--- src/rtl/mem_master.sv ---
// ---------------------------------------------------------------------------
// mem_master
//
// Queues read/write commands in a small FIFO and replays them, strictly in
// order and one at a time, to a memory slave over a four-phase REQ/ACK
// handshake.
//
// Parameters
//   DEPTH    command FIFO entries (power of two, 2..16)
//   TIMEOUT  cycles to wait for ACK in ASSERT before abandoning a command
//            (only meaningful when MEM_MASTER_TIMEOUT_EN is defined)
//
// Optional feature
//   MEM_MASTER_TIMEOUT_EN  when defined, a stuck slave is abandoned after
//                          TIMEOUT cycles and err pulses for one cycle.
//                          When undefined, ASSERT waits forever and err = 0.
//
// Ports
//   clk        clock, all state changes on the rising edge
//   rst_n      asynchronous active-low reset
//   cmd_valid  command offered
//   cmd_ready  FIFO not full (accept on cmd_valid && cmd_ready)
//   cmd_wr     1 = write, 0 = read
//   cmd_addr   byte address, forwarded unchanged to addr
//   cmd_wdata  write data
//   addr       address to slave (registered)
//   din        write data to slave (registered)
//   dout       read data from slave
//   req        handshake request (registered)
//   wen        write enable qualifying req (registered)
//   ack        slave acknowledge
//   rd_valid   one-cycle pulse, rd_data holds fresh read data
//   rd_data    last captured read data
//   busy       FIFO non-empty or FSM not idle
//   err        one-cycle timeout pulse
// ---------------------------------------------------------------------------
module mem_master #(
  parameter int DEPTH   = 4,
  parameter int TIMEOUT = 255
) (
  input  logic        clk,
  input  logic        rst_n,
  input  logic        cmd_valid,
  output logic        cmd_ready,
  input  logic        cmd_wr,
  input  logic [15:0] cmd_addr,
  input  logic [15:0] cmd_wdata,
  output logic [15:0] addr,
  output logic [15:0] din,
  input  logic [15:0] dout,
  output logic        req,
  output logic        wen,
  input  logic        ack,
  output logic        rd_valid,
  output logic [15:0] rd_data,
  output logic        busy,
  output logic        err
);

  localparam int AW = (DEPTH > 1) ? $clog2(DEPTH) : 1;
  localparam logic [AW:0] FULL_COUNT = (AW + 1)'(DEPTH);

  localparam logic [1:0] ST_IDLE    = 2'd0;
  localparam logic [1:0] ST_ASSERT  = 2'd1;
  localparam logic [1:0] ST_RELEASE = 2'd2;

  // FIFO entry layout: {wr, addr[15:0], wdata[15:0]}
  logic [32:0]   fifo_mem [DEPTH];
  logic [AW-1:0] wr_ptr_reg;
  logic [AW-1:0] rd_ptr_reg;
  logic [AW:0]   count_reg;

  logic [1:0]    state_reg;
  logic          req_reg;
  logic          wen_reg;
  logic [15:0]   addr_reg;
  logic [15:0]   din_reg;
  logic [15:0]   rd_data_reg;
  logic          rd_valid_reg;

  logic [32:0]   head;
  logic          push;
  logic          pop;
  logic          timeout_hit;

  assign cmd_ready = (count_reg != FULL_COUNT);
  assign push      = cmd_valid && cmd_ready;
  // A new command only leaves the FIFO once the slave has dropped ACK from
  // the previous handshake (or from whatever it was doing out of reset).
  assign pop       = (state_reg == ST_IDLE) && (count_reg != '0) && !ack;
  // The head is read combinationally so a command pushed into an empty FIFO
  // can be issued on the very next edge.
  assign head      = fifo_mem[rd_ptr_reg];
  assign busy      = (count_reg != '0) || (state_reg != ST_IDLE);

  assign req       = req_reg;
  assign wen       = wen_reg;
  assign addr      = addr_reg;
  assign din       = din_reg;
  assign rd_data   = rd_data_reg;
  assign rd_valid  = rd_valid_reg;

  // -------------------------------------------------------------------------
  // FIFO storage (contents need no reset; emptiness lives in count_reg)
  // -------------------------------------------------------------------------
  always_ff @(posedge clk) begin
    if (push) begin
      fifo_mem[wr_ptr_reg] <= {cmd_wr, cmd_addr, cmd_wdata};
    end
  end

  // Pointers wrap naturally because DEPTH is a power of two.
  always_ff @(posedge clk or negedge rst_n) begin
    if (!rst_n) begin
      wr_ptr_reg <= '0;
      rd_ptr_reg <= '0;
      count_reg  <= '0;
    end else begin
      if (push) begin
        wr_ptr_reg <= wr_ptr_reg + AW'(1);
      end
      if (pop) begin
        rd_ptr_reg <= rd_ptr_reg + AW'(1);
      end
      case ({push, pop})
        2'b10:   count_reg <= count_reg + (AW + 1)'(1);
        2'b01:   count_reg <= count_reg - (AW + 1)'(1);
        default: count_reg <= count_reg;
      endcase
    end
  end

  // -------------------------------------------------------------------------
  // Handshake FSM
  // -------------------------------------------------------------------------
  always_ff @(posedge clk or negedge rst_n) begin
    if (!rst_n) begin
      state_reg    <= ST_IDLE;
      req_reg      <= 1'b0;
      wen_reg      <= 1'b0;
      addr_reg     <= '0;
      din_reg      <= '0;
      rd_data_reg  <= '0;
      rd_valid_reg <= 1'b0;
    end else begin
      rd_valid_reg <= 1'b0;
      case (state_reg)
        ST_IDLE: begin
          if (pop) begin
            wen_reg   <= head[32];
            addr_reg  <= head[31:16];
            din_reg   <= head[15:0];
            req_reg   <= 1'b1;
            state_reg <= ST_ASSERT;
          end
        end
        ST_ASSERT: begin
          if (ack) begin
            req_reg   <= 1'b0;
            state_reg <= ST_RELEASE;
            if (!wen_reg) begin
              rd_data_reg  <= dout;
              rd_valid_reg <= 1'b1;
            end
          end else if (timeout_hit) begin
            // Abandon the command: no read data is reported for it.
            req_reg   <= 1'b0;
            state_reg <= ST_RELEASE;
          end
        end
        ST_RELEASE: begin
          if (!ack) begin
            state_reg <= ST_IDLE;
          end
        end
        default: begin
          req_reg   <= 1'b0;
          state_reg <= ST_IDLE;
        end
      endcase
    end
  end

  // -------------------------------------------------------------------------
  // Optional ACK timeout
  // -------------------------------------------------------------------------
`ifdef MEM_MASTER_TIMEOUT_EN
  localparam int TW = ($clog2(TIMEOUT + 1) > 8) ? $clog2(TIMEOUT + 1) : 8;
  localparam logic [TW-1:0] TIMEOUT_LAST = TW'(TIMEOUT - 1);

  logic [TW-1:0] timer_reg;
  logic          err_reg;

  // timer_reg counts completed ASSERT cycles; it is 0 on the first one, so
  // matching TIMEOUT-1 leaves REQ high for exactly TIMEOUT cycles.
  assign timeout_hit = (state_reg == ST_ASSERT) && !ack && (timer_reg == TIMEOUT_LAST);
  assign err         = err_reg;

  always_ff @(posedge clk or negedge rst_n) begin
    if (!rst_n) begin
      timer_reg <= '0;
      err_reg   <= 1'b0;
    end else begin
      err_reg <= timeout_hit;
      if (state_reg != ST_ASSERT) begin
        timer_reg <= '0;
      end else begin
        timer_reg <= timer_reg + TW'(1);
      end
    end
  end
`else
  assign timeout_hit = 1'b0;
  assign err         = 1'b0;
`endif

endmodule
--- config.mk ---
export PLATFORM = sky130hd
export DESIGN_NAME = mem_master
export DESIGN_NICKNAME = d
export VERILOG_FILES = /design/src/rtl/mem_master.sv
export SDC_FILE = /design/constraint.sdc
export NUM_CORES = 1
export LEC_CHECK = 0
export ABC_CLOCK_PERIOD_IN_PS = 5800
export CAP_MARGIN = 25
export CELL_PAD_IN_SITES_DETAIL_PLACEMENT = 2
export CELL_PAD_IN_SITES_GLOBAL_PLACEMENT = 2
export CORE_MARGIN = 10
export CORE_UTILIZATION = 44
export DETAILED_ROUTE_END_ITERATION = 16
export PLACE_DENSITY_LB_ADDON = 0.08
export SLEW_MARGIN = 40
export SYNTH_ARGS = -nofsm -noshare
export SYNTH_HDL_FRONTEND = slang
export SYNTH_SLANG_ARGS = --single-unit
--- constraint.sdc ---
create_clock -name clk -period 5.8 [get_ports clk]
set_clock_uncertainty 0.05 [all_clocks]
set_input_delay 1.45 -clock clk [delete_from_list [all_inputs] [get_ports clk]]
set_output_delay 1.45 -clock clk [all_outputs]
set_load 0.02 [all_outputs]
==> flow_summary.yaml <==
pwr:
  p_switching_mw: 1.533
  p_total_mw: 4.963
  seqPwrFrac_pct: 43.8
  leakage_nw: 3.241
  p_clk_share_pct: 22.9
  combPwrFrac_pct: 33.4
  ir_drop_mv: 0.2424
  power_density_mw_per_mm2: 547.7
  internal-power_mw: 3.430
  switching_share_pct: 30.89
clock_network:
  cts_buffers: 17
  postCtsHoldBufs: 0
  cts_sinks: 192
  cts_setup_buffers: 0
  cts_htree_levels: 4
  cts_tree: "done"
  cts-resized-gates: 0
  cts_root_buf: "clkbuf_16"
  clkTransAtPathRegs_ps: 60
  clk_latency_ps: 420
  cts_buffer_depth: 2
synthesis:
  synth_edf_count: 132
  synth.distinct_cells: 30
  yosys.area_share.adder_pct: 1.138
  synth-xor-area-share_pct: 0.8445
  synth_compound_area_share_pct: 0.06894
  ys_ff_latch: 192
  synth_fp_nets: 390
  yosys_warnings: 0
  netlist_instances: 331
  synthSimpleGateAreaFrac_pct: 1.724
  synth_top_area_cell: "edfxtp_1"
  synthArstFlopShare_pct: 31.25
  synth_top_family_by_area: "multiplexers"
  syn_avg_cell_area_um2: 21.93
  yosysMostFrequentCell: "edfxtp_1"
  synth_commonest_cells: "edfxtp_1 (132), dfrtp_1 (60), mux2_2 (48)"
  synth_area_mm2: 0.007259
  seq_area_frac_synth_pct: 75.28
  synth.area.mux_share_pct: 18.49
  synth_top_cell_area_share_pct: 54.60
  synth_flop_cell: "edfxtp_1"
  synth_area_leaders: "edfxtp_1 (55%), dfrtp_1 (21%), mux4_2 (8.7%)"
timing:
  min_period_over_period_pct: 62.39
  rsz0062_at_grt: "no"
  fmax_mhz: 276.4
  max_slew_margin_pct: 59.37
  worst_pin_slew_ps: 609.5
  setup_viol: 0
  finalHoldViolCount: 0
  tns_ps: 0
  fin_crit_ps: 3619
  slew_violations: 0
critical_path:
  reg2reg_depth: 9
  startpoint_type: "register"
  arrival_ps: 2120
  crit_fanout: 3
  r2r_end: "count_reg[2]"
  r2r-start: "count_reg[1]"
  rrSetupSlack_ps: 3450
  end_kind: "output port"
  required_ps: 4300
  crit_type: "register to output port"
die:
  coreArea_mm2: 0.01600
  num_io_pins: 107
  die_w_um: 148.4
  fp.dieArea_mm2: 0.02204
  start_util_pct: 45.37
  die_height_um: 148.4
  row_count: 46
detailed_routing:
  viasPerCell: 5.140
  drt_iter0_drc: 144
  routed_wl_um: 16650
  vias: 3459
  first_pass_iters: 4
  drc: 0
  drtAntennaViolNets: 0
  wire_per_inst_um: 24.74
finish:
  drive_gt1_share_pct: 26.26
  stdcell_count: 673
  largest_reg_flops: 132
  fillers: 1367
  fin_nets: 503
  top_register: "fifo_mem"
  area_growth_pct: 24.84
  diodes: 0
global_routing:
  grt_overflow: 0
  met3_usage_pct: 4.157
  grt_usage_pct: 15.94
  grt_pass1_vias: 4167
  antenna_found_initial: 0
  grt_use_met2_pct: 28.53
  grt_max_degree: 61
  globalRoute.busiestLayer: "met2"
  grt_pass1_wl_um: 26080
  use_met1_pct: 17.96
min_path:
  holdCritStartpoint: "req"
  hold_end: "req"
  hold-path-cell-count: 2
  hold_class: "register to register"
placement:
  hpwlAfterDp_um: 10410
  io_buffers: 105
  place_congestion: 0.6953
  dp_cells: 640
run_status:
  status: "finished clean"
flow_run:
  drv_cap: 0
cell usage in the layout (no fill, tap or decap), drive strengths merged:
cell	instances
and2	2
and3	4
buf	4
bufinv	2
clkbuf	22
clkdlybuf4s50	104
clkinv	6
clkinvlp	2
conb	1
dfrtp	60
edfxtp	132
fa	1
ha	5
inv	7
mux2	50
mux2i	1
mux4	33
nand2	5
nand3b	1
nand4b	1
nor2	2
nor3	1
o21ai	1
or3	2
or3b	1
xnor2	4
xor2	3
stage by stage:
stage	hold slack, ps	cell area, µm²	setup slack (ps)	utilization [%]
3_3_place_gp	416.4	8453	2387	52.83
3_5_place_dp	442.8	8474	2287	52.96
6_report	448.6	9062	2181	56.64
5_1_grt	480.8	9062	2108	56.64
2_1_floorplan	404.9	7259	2685	-
4_1_cts	457.4	9051	2148	56.57
power groups by stage:
stage / Combinational, mW / Sequential (mW) / Clock (mW)
final: 1.66 / 2.17 / 1.13
after global routing: 1.78 / 2.23 / 1.22
after CTS: 1.70 / 2.19 / 1.17
after detailed placement: 1.69 / 2.21 / 0
after global placement: 1.62 / 2.16 / 0
after floorplan: 0.904 / 2.28 / 0
worst max-delay path by stage:
| stage | slack (ps) | to | from |
|---|---|---|---|
| 2_1_floorplan | 2690 | count_reg[2] | ack |
| 3_3_place_gp | 2390 | count_reg[2] | ack |
| 3_5_place_dp | 2290 | count_reg[2] | ack |
| 4_1_cts | 2150 | busy | count_reg[0] |
| 5_1_grt | 2110 | busy | count_reg[0] |
| 6_report | 2180 | busy | count_reg[1] |
routing by layer:
layer	up-vias	part of all wire (%)
met5	-	0
met4	0	1.2
met3	13	4.3
met2	82	55
met1	1841	40
li1	1523	-
layout make-up:
class / count / area [µm²] / share of cell area (%)
inverter: 7 / 26.28 / 0.2899
clock buffer: 22 / 464.2 / 5.122
multi-input combinational: 118 / 1640 / 18.10
sequential: 192 / 5470 / 60.36
clock inverter: 10 / 112.6 / 1.243
tap: 216 / 270.3 / 2.982
timing repair buffer: 108 / 1079 / 11.90
kinds of logic after synthesis:
group,count (synthesis)
mux,84
simple gates,19
compound gates,1
fa+ha+maj,6
xor+xnor,7
buf+inv,21
other cells,1
flops,192
worst max-delay path: stages (launching register included):
cell,delay [ps]
dfrtp_1,410
or3_4,410
or3_1,310
clkdlybuf4s50_1,560
Power figures use the tool's default switching activity.
